$ cat src/rtl/ps2_tx_funcmod.sv
// ---------------------------------------------------------------------------
// ps2_tx_funcmod
//   Host-to-device PS/2 command transmitter. Holds the clock line low for an
//   inhibit period, asserts the start bit, then shifts out 8 data bits (LSB
//   first), odd parity and the stop bit on the device-generated clock. The
//   device ack is sampled on the 11th falling edge. A watchdog aborts the
//   transfer when the device stops clocking.
//
//   Ports
//     CLOCK       system clock, all state updates on the rising edge
//     RST         asynchronous active-high reset
//     iTrig       one-cycle command request, iData captured in the same cycle
//     iData[7:0]  command byte
//     PS2_CLK_IN  sensed PS/2 clock line (asynchronous)
//     PS2_DAT_IN  sensed PS/2 data line (asynchronous)
//     PS2_CLK_OE  1 = pull clock line low, 0 = release
//     PS2_DAT_OE  1 = pull data line low, 0 = release
//     oBusy       transfer in progress
//     oDone       one-cycle end-of-transfer pulse
//     oErr[1:0]   00 acked, 01 no ack, 10 timeout; valid with oDone, held after
// ---------------------------------------------------------------------------
module ps2_tx_funcmod #(
   parameter int CLK_FREQ    = 50_000_000,
   parameter int INHIBIT_CYC = 5000,
   parameter int TIMEOUT_CYC = 750_000
) (
   input  logic       CLOCK,
   input  logic       RST,
   input  logic       iTrig,
   input  logic [7:0] iData,
   input  logic       PS2_CLK_IN,
   input  logic       PS2_DAT_IN,
   output logic       PS2_CLK_OE,
   output logic       PS2_DAT_OE,
   output logic       oBusy,
   output logic       oDone,
   output logic [1:0] oErr
);

   localparam int INH_W = (INHIBIT_CYC > 1) ? $clog2(INHIBIT_CYC + 1) : 1;
   localparam int TO_W  = (TIMEOUT_CYC > 1) ? $clog2(TIMEOUT_CYC + 1) : 1;

   // Elaboration-time guard against nonsensical parameter values.
   if (CLK_FREQ <= 0 || INHIBIT_CYC < 1 || TIMEOUT_CYC < 2) begin : g_bad_param
      $error("ps2_tx_funcmod: invalid parameter value");
   end

   typedef enum logic [2:0] {
      S_IDLE,
      S_INHIBIT,
      S_START,
      S_SHIFT,
      S_WAIT_IDLE,
      S_DONE
   } state_t;

   // -----------------------------------------------------------------------
   // Two-flop synchronizers for both lines (index 0 = clock, 1 = data).
   // -----------------------------------------------------------------------
   logic [1:0] line_in;
   logic [1:0] line_s;
   assign line_in = {PS2_DAT_IN, PS2_CLK_IN};

   genvar gi;
   for (gi = 0; gi < 2; gi++) begin : g_sync
      logic [1:0] sh_reg;
      always_ff @(posedge CLOCK or posedge RST) begin
         if (RST) sh_reg <= 2'b11;
         else     sh_reg <= {sh_reg[0], line_in[gi]};
      end
      assign line_s[gi] = sh_reg[1];
   end

   // Previous synchronized clock value for falling-edge detection.
   logic clk_prev_reg;
   logic clk_fall;
   always_ff @(posedge CLOCK or posedge RST) begin
      if (RST) clk_prev_reg <= 1'b1;
      else     clk_prev_reg <= line_s[0];
   end
   assign clk_fall = clk_prev_reg & ~line_s[0];

   // -----------------------------------------------------------------------
   // Transfer state
   // -----------------------------------------------------------------------
   state_t            state_reg,   state_next;
   logic [7:0]        data_reg,    data_next;
   logic              parity_reg,  parity_next;
   logic [3:0]        bit_cnt_reg, bit_cnt_next;
   logic [INH_W-1:0]  inh_cnt_reg, inh_cnt_next;
   logic [TO_W-1:0]   to_cnt_reg,  to_cnt_next;
   logic              ack_reg,     ack_next;
   logic              clk_oe_reg,  clk_oe_next;
   logic              dat_oe_reg,  dat_oe_next;
   logic [1:0]        err_reg,     err_next;
   logic              to_hit;

   always_ff @(posedge CLOCK or posedge RST) begin
      if (RST) begin
         state_reg   <= S_IDLE;
         data_reg    <= '0;
         parity_reg  <= 1'b0;
         bit_cnt_reg <= '0;
         inh_cnt_reg <= '0;
         to_cnt_reg  <= '0;
         ack_reg     <= 1'b0;
         clk_oe_reg  <= 1'b0;
         dat_oe_reg  <= 1'b0;
         err_reg     <= 2'b00;
      end else begin
         state_reg   <= state_next;
         data_reg    <= data_next;
         parity_reg  <= parity_next;
         bit_cnt_reg <= bit_cnt_next;
         inh_cnt_reg <= inh_cnt_next;
         to_cnt_reg  <= to_cnt_next;
         ack_reg     <= ack_next;
         clk_oe_reg  <= clk_oe_next;
         dat_oe_reg  <= dat_oe_next;
         err_reg     <= err_next;
      end
   end

   // The watchdog fires in the cycle the counter shows TIMEOUT_CYC-1, so the
   // lines are released exactly TIMEOUT_CYC cycles after the last clear.
   assign to_hit = (to_cnt_reg == TO_W'(TIMEOUT_CYC - 1));

   always_comb begin
      state_next   = state_reg;
      data_next    = data_reg;
      parity_next  = parity_reg;
      bit_cnt_next = bit_cnt_reg;
      inh_cnt_next = inh_cnt_reg;
      to_cnt_next  = to_cnt_reg;
      ack_next     = ack_reg;
      clk_oe_next  = clk_oe_reg;
      dat_oe_next  = dat_oe_reg;
      err_next     = err_reg;

      case (state_reg)
         S_IDLE: begin
            clk_oe_next = 1'b0;
            dat_oe_next = 1'b0;
            if (iTrig) begin
               data_next    = iData;
               parity_next  = ~^iData;
               bit_cnt_next = '0;
               inh_cnt_next = '0;
               clk_oe_next  = 1'b1;
               state_next   = S_INHIBIT;
            end
         end

         S_INHIBIT: begin
            if (inh_cnt_reg == INH_W'(INHIBIT_CYC - 1)) begin
               dat_oe_next = 1'b1;
               state_next  = S_START;
            end else begin
               inh_cnt_next = inh_cnt_reg + INH_W'(1);
            end
         end

         S_START: begin
            // Release the clock; data stays low (start bit) until edge 1.
            clk_oe_next = 1'b0;
            to_cnt_next = '0;
            state_next  = S_SHIFT;
         end

         S_SHIFT: begin
            if (to_hit) begin
               clk_oe_next = 1'b0;
               dat_oe_next = 1'b0;
               err_next    = 2'b10;
               state_next  = S_DONE;
            end else begin
               to_cnt_next = to_cnt_reg + TO_W'(1);
               if (clk_fall) begin
                  to_cnt_next = '0;
                  if (bit_cnt_reg != 4'hF)
                     bit_cnt_next = bit_cnt_reg + 4'd1;
                  // bit_cnt_reg holds the number of edges already seen.
                  if (bit_cnt_reg < 4'd8) begin
                     dat_oe_next = ~data_reg[bit_cnt_reg[2:0]];
                  end else if (bit_cnt_reg == 4'd8) begin
                     dat_oe_next = ~parity_reg;
                  end else if (bit_cnt_reg == 4'd9) begin
                     dat_oe_next = 1'b0;
                  end else begin
                     ack_next    = ~line_s[1];
                     dat_oe_next = 1'b0;
                     state_next  = S_WAIT_IDLE;
                  end
               end
            end
         end

         S_WAIT_IDLE: begin
            clk_oe_next = 1'b0;
            dat_oe_next = 1'b0;
            if (to_hit) begin
               err_next   = 2'b10;
               state_next = S_DONE;
            end else begin
               to_cnt_next = clk_fall ? '0 : to_cnt_reg + TO_W'(1);
               if (line_s == 2'b11) begin
                  err_next   = ack_reg ? 2'b00 : 2'b01;
                  state_next = S_DONE;
               end
            end
         end

         S_DONE: begin
            clk_oe_next = 1'b0;
            dat_oe_next = 1'b0;
            state_next  = S_IDLE;
         end

         default: begin
            clk_oe_next = 1'b0;
            dat_oe_next = 1'b0;
            state_next  = S_IDLE;
         end
      endcase
   end

   assign PS2_CLK_OE = clk_oe_reg;
   assign PS2_DAT_OE = dat_oe_reg;
   assign oBusy      = (state_reg != S_IDLE);
   assign oDone      = (state_reg == S_DONE);
   assign oErr       = err_reg;

endmodule
$ cat config.mk
export PLATFORM = sky130hd
export DESIGN_NAME = ps2_tx_funcmod
export DESIGN_NICKNAME = d
export VERILOG_FILES = /design/src/rtl/ps2_tx_funcmod.sv
export SDC_FILE = /design/constraint.sdc
export NUM_CORES = 1
export LEC_CHECK = 0
export BUFFER_PORTS_ARGS = -buffer_cell sky130_fd_sc_hd__buf_2
export CAP_MARGIN = 25
export CORE_AREA = 2 2 84 86
export CTS_CLUSTER_SIZE = 8
export DETAILED_ROUTE_END_ITERATION = 6
export DIE_AREA = 0 0 86 88
export GPL_ROUTABILITY_DRIVEN = 0
export GPL_TIMING_DRIVEN = 0
export PLACE_DENSITY = 0.82
export SKIP_LAST_GASP = 1
export SLEW_MARGIN = 20
export SYNTH_ARGS = -nofsm -noshare
export SYNTH_HDL_FRONTEND = slang
export SYNTH_SLANG_ARGS = --single-unit
$ cat constraint.sdc
create_clock -name CLOCK -period 1.78 [get_ports CLOCK]
set_input_delay 0.089 -clock CLOCK [delete_from_list [all_inputs] [get_ports CLOCK]]
set_output_delay 0.089 -clock CLOCK [all_outputs]
set_load 0.1 [all_outputs]
# [Word-level counts from Yosys, hierarchy flattened]
# Cells that the tools add are included.
[totals] inputBits=13 register_bits=59 wordCells=107
[op_classes] n_addsub=3 bitwise=11 n_mux=37 magnitude_cmp=2 n_reduce_logical=17 n_eq_ne=24
[ops] cell="$mux 20" n=2
[ops] cell="$pmux 20 s2" n=1
[ops] cell="$mux 3" n=9
[ops] cell="$mux 13" n=2
[ops] cell="$pmux 13 s2" n=1
[ops] cell="$add 20x1->20 const B" n=1
[ops] cell="$eq 20x20->1 const B" n=1
[ops] cell="$mux 4" n=4
[ops] cell="$ne 2x2->1 const B" n=8
[ops] cell="$ne 3x3->1 const B" n=5
[ops] cell="$pmux 3 s5" n=1
[ops] cell="$add 13x1->13 const B" n=1
[ops] cell="$eq 13x13->1 const B" n=1
[ops] cell="$not 1->1" n=10
[ops] cell="$mux 1" n=9
[ops] cell="$reduce_and 3->1" n=3
[ops] cell="$eq 4x4->1 const B" n=2
[ops] cell="$pmux 4 s2" n=1
[ops] cell="$reduce_bool 2->1" n=4
[ops] cell="$reduce_xnor 8->1" n=1
[ops] cell="$reduce_and 7->1" n=1
[ops] cell="$eq 3x2->1 const B" n=2
[ops] cell="$eq 3x3->1 const B" n=2
[ops] cell="$mux 2" n=3
[ops] cell="other kinds (16)" n=19

# [Depth between registers and ports, before layout]
[logic_depth] word_depth=7 mapped_depth=7 depth_no_buf=7

# [Least setup slack after synthesis]
# OpenSTA, ideal clock, no wires.
[synth_timing] path_kind="flip-flop to output port" from="register state_reg[0]" to="output oDone" required_time_ps=1691 arrival_time_ps=2910 setup_slack_ps=-1219 path_stages_with_launch=4 cell_sequence="dfrtp_1 -> buf_4 -> inv_1 -> nor3b_1"
[synth_between] elab_chain_cells=1
[synth_rtl] item="start, declared" line="86" source="state_t state_reg, state_next;"
[synth_rtl] item="start signal, assigned" line="111" source="state_reg <= state_next;"
[synth_rtl] item="$eq 3x3->1" line="230" source="assign oDone = (state_reg == S_DONE);"
[synth_rtl] item="end, declared" line="36" source="output logic oDone,"
# No other way between the ends.

# [Final worst setup path]
[layout_timing] from="register bit_cnt_reg[0]" to="register state_reg[1]"
[layout_between] elab_chain_cells=3 word_cells_on_any_way=7
[layout_rtl] item="start, declared" line="89" source="logic [3:0] bit_cnt_reg, bit_cnt_next;"
[layout_rtl] item="start signal, assigned" line="114" source="bit_cnt_reg <= bit_cnt_next;"
[layout_rtl] item="$lt 4x4->1, or another cell as far along" line="183" source="if (bit_cnt_reg < 4'd8) begin"
[layout_rtl] item="$ne 3x3->1 (no source line)"
[layout_rtl] item="$reduce_and 7->1 (no source line) (*)"
# Mark *: on every way between the ends. The rest lies on a longest branch, timed or not.
# A chain may end at the register's enable or synchronous reset.

==> flow_summary.json <==
{
  "finalHoldViolCount": 0,
  "cap_violations": 0,
  "fin_ws_ns": -0.278,
  "rr_startpoint": "bit_cnt_reg[0]",
  "syn_area_um2": 3540,
  "drt-total-wl_um": 11600,
  "synth_seq_area_share_pct": 41.9,
  "cp.arrival_ns": 2.32,
  "synth_area_per_cell_um2": 9.53,
  "clock_skew_ns": 0.0126,
  "p_switching_w": 0.000641,
  "cts.sinks": 59,
  "postPlaceCellArea_um2": 3770,
  "r2r_cells": 7,
  "synth_cell_types": 67,
  "r2r_end": "state_reg[1]",
  "crit_end": "state_reg[1]",
  "overflow": 0,
  "largest_reg_flops": 20,
  "synthArstFlopShare_pct": 100,
  "numCtsBuffers": 9,
  "multi_input_area_um2": 2150,
  "max_freq_mhz": 486,
  "p_clk_share_pct": 45.9,
  "io_buffers": 18,
  "initial_core_util_pct": 53.2,
  "syn_to_final_growth_pct": 35.3,
  "fin_nets": 475,
  "wl_per_cell_um": 21.5,
  "crit_type": "reg -> reg",
  "initialDrtViolationCount": 471,
  "sw_frac_of_total_pct": 23.6,
  "cts_tree": "built",
  "powerDensity_nw_per_um2": 567,
  "chipHeight_um": 88,
  "clockBufferDepth": 2,
  "crit_fanout": 7,
  "track_usage_pct": 26.2,
  "worst_pin_slew_ns": 0.582,
  "seqPwrFrac_pct": 49.9,
  "seqCellArea_um2": 1490,
  "yosys_register_bits": 59,
  "htree_num_levels": 3,
  "hpwl_um": 5400,
  "synthCells": 371,
  "antenna_cells": 0,
  "reg2reg_slack_ns": -0.28,
  "grt_pass1_vias": 3215,
  "clk_pin_slew_ns": 0.08,
  "yosys_warnings": 0,
  "violations": "negative setup slack",
  "synthFlopType": "dfrtp_1",
  "startpoint_type": "flip-flop",
  "rsz0062_at_grt": "true",
  "drtAntennaViolNets": 0,
  "status": "complete, but fails checks",
  "worst_ep_required_time_ns": 2.05,
  "viasPerCell": 6.66,
  "cts_root_buf": "clkbuf_8",
  "pin_count": 19,
  "synth_nets": 389,
  "worstSetupEndpointType": "flip-flop",
  "hp-start": "iTrig",
  "setup_viol": 45,
  "core_area_um2": 6640,
  "die-width_um": 86,
  "startpoint": "bit_cnt_reg[0]",
  "grt_pass1_wl_um": 15400,
  "synth-edff-count": 0,
  "n_fill_cell": 389,
  "min_period_ns": 2.06,
  "peakVddDrop_mv": 0.508,
  "fin_crit_sh_pct": 116,
  "combinationalPowerShare_pct": 4.2,
  "num_vias": 3608,
  "drc": 0,
  "drive_above_1_share_pct": 35.9,
  "hold_class": "in -> reg",
  "grt_max_degree": 48,
  "antenna_found_initial": 0,
  "fin_area_um2": 4780,
  "drt_first_pass_iters": 6,
  "p_leak_nw": 2.08,
  "clock_latency_ns": 0.36,
  "slew_violations": 0,
  "die-area_um2": 7570,
  "power.internal_w": 0.00207,
  "num_rows": 30,
  "finalPower_w": 0.00271,
  "relSlewSlack_pct": 61.2
}
## power groups by stage
stage	logic, W	clock network, W	registers (W)
after global routing	0.000123	0.00131	0.00135
after floorplan	0.0000487	0	0.00138
after CTS	0.000108	0.00123	0.00135
after detailed placement	0.0000882	0	0.00138
final	0.000114	0.00125	0.00135
after global placement	0.0000764	0	0.00138
## synthesized netlist by cell type, types with 3 or more instances
| library cell | instances | share of area [%] |
|---|---|---|
| dfrtp_1 | 54 | 38 |
| nand2_1 | 51 | 5.4 |
| nor2_1 | 23 | 2.4 |
| a21oi_1 | 20 | 2.8 |
| o21ai_0 | 17 | 2.4 |
| nand3_1 | 16 | 2.3 |
| inv_1 | 14 | 1.5 |
| nand4_1 | 13 | 2.3 |
| xor2_1 | 10 | 2.5 |
| and3_1 | 8 | 1.4 |
| clkbuf_1 | 8 | 0.85 |
| a22o_1 | 7 | 1.7 |
| mux2i_1 | 7 | 2.0 |
| o21bai_1 | 7 | 1.5 |
| and4_1 | 6 | 1.5 |
| buf_2 | 6 | 0.85 |
| xnor2_1 | 6 | 1.5 |
| a31oi_1 | 5 | 0.88 |
| dfstp_2 | 5 | 3.7 |
| ha_1 | 5 | 1.8 |
| nor3_1 | 5 | 0.71 |
| o2bb2ai_1 | 5 | 1.2 |
| and2_1 | 4 | 0.71 |
| o21a_1 | 4 | 0.85 |
| buf_4 | 3 | 0.64 |
| o21ai_1 | 3 | 0.42 |
| o31ai_1 | 3 | 0.64 |
| o32ai_2 | 3 | 1.4 |
| or4_1 | 3 | 0.64 |
## cells by family (layout without fill, tap and decap cells)
logic type,after synthesis,after routing,synth area share [%]
xor+xnor,16,16,3.96
fa+ha+maj,5,5,1.77
simple gates,154,154,24.9
compound gates,93,94,19.2
buf+inv,34,124,4.67
flops,59,59,41.9
mux,10,10,3.57
## repair_timing
action / 4_1_cts / 5_1_grt
cloned: 2 / 2
gates resized for setup: 37 / 47
setup buffers: 22 / 20
hold endpoints to repair: 64 / 0
pin swaps: 16 / 32
hold buffers: 11 / 0
setup endpoints to repair: 41 / 31
## routing by layer
metal  global-route usage (%)  up-vias  wire length (um)
met5                        0        -                 0
met1                     33.9     1719              4430
li1                         -     1535                 -
met2                     41.2      288              5550
met4                     14.6        0               617
met3                     5.37       66              1030
## area by class of cell
type,instances,share of cell area (%)
sequential,59,31.2
timing repair buffer,75,13.0
tap,80,2.09
clock inverter,6,1.15
inverter,14,1.15
multi-input combinational,279,44.9
clock buffer,10,2.88
buffer,19,3.71
## how the worst min path moves through the flow
stage	slack, ns	depth (start not counted)	to
finish	0.16	3	parity_reg
global placement	0.19	1	g_sync[1].sh_reg[0]
detailed placement	0.02	2	to_cnt_reg[0]
floorplan	0.09	0	g_sync[0].sh_reg[0]
CTS	0.07	3	parity_reg
global route	0.19	3	state_reg[0]
## critical path, cell delays in order (launching register included)
cell and delay (ns):
dfrtp_2 0.45, inv_1 0.10, ha_1 0.22, o21bai_1 0.23, a31o_2 0.20, a22oi_2 0.10, or4_1 0.48, a21oi_1 0.19
## metrics by stage
stage          instances  setup TNS [ns]  worst slack (ns)  utilization [%]  hold slack [ns]
2_1_floorplan        371         -0.0885           -0.0168                -           0.0935
3_3_place_gp         469          -33.50            -0.703             56.3            0.194
3_5_place_dp         470           -6.86            -0.330             56.8           0.0237
4_1_cts              520           -1.59           -0.0974             66.0           0.0725
5_1_grt              542           -8.98            -0.335             72.0            0.186
6_report             542           -5.92            -0.278             72.0            0.160
## cell usage in the layout (no fill, tap or decap), types with 8 or more instances in the layout
cell and n:
dfrtp_1 47, o21ai_0 14, buf_4 38, clkbuf_8 12
nand3_1 16, buf_2 19, nand4_1 13, buf_6 12
nand2_1 51, a21oi_1 8, inv_1 13, and3_1 8
xor2_1 10, dlygate4sd3_1 11, nor2_1 22, a21oi_2 11
(Power assumes the default switching activity.)
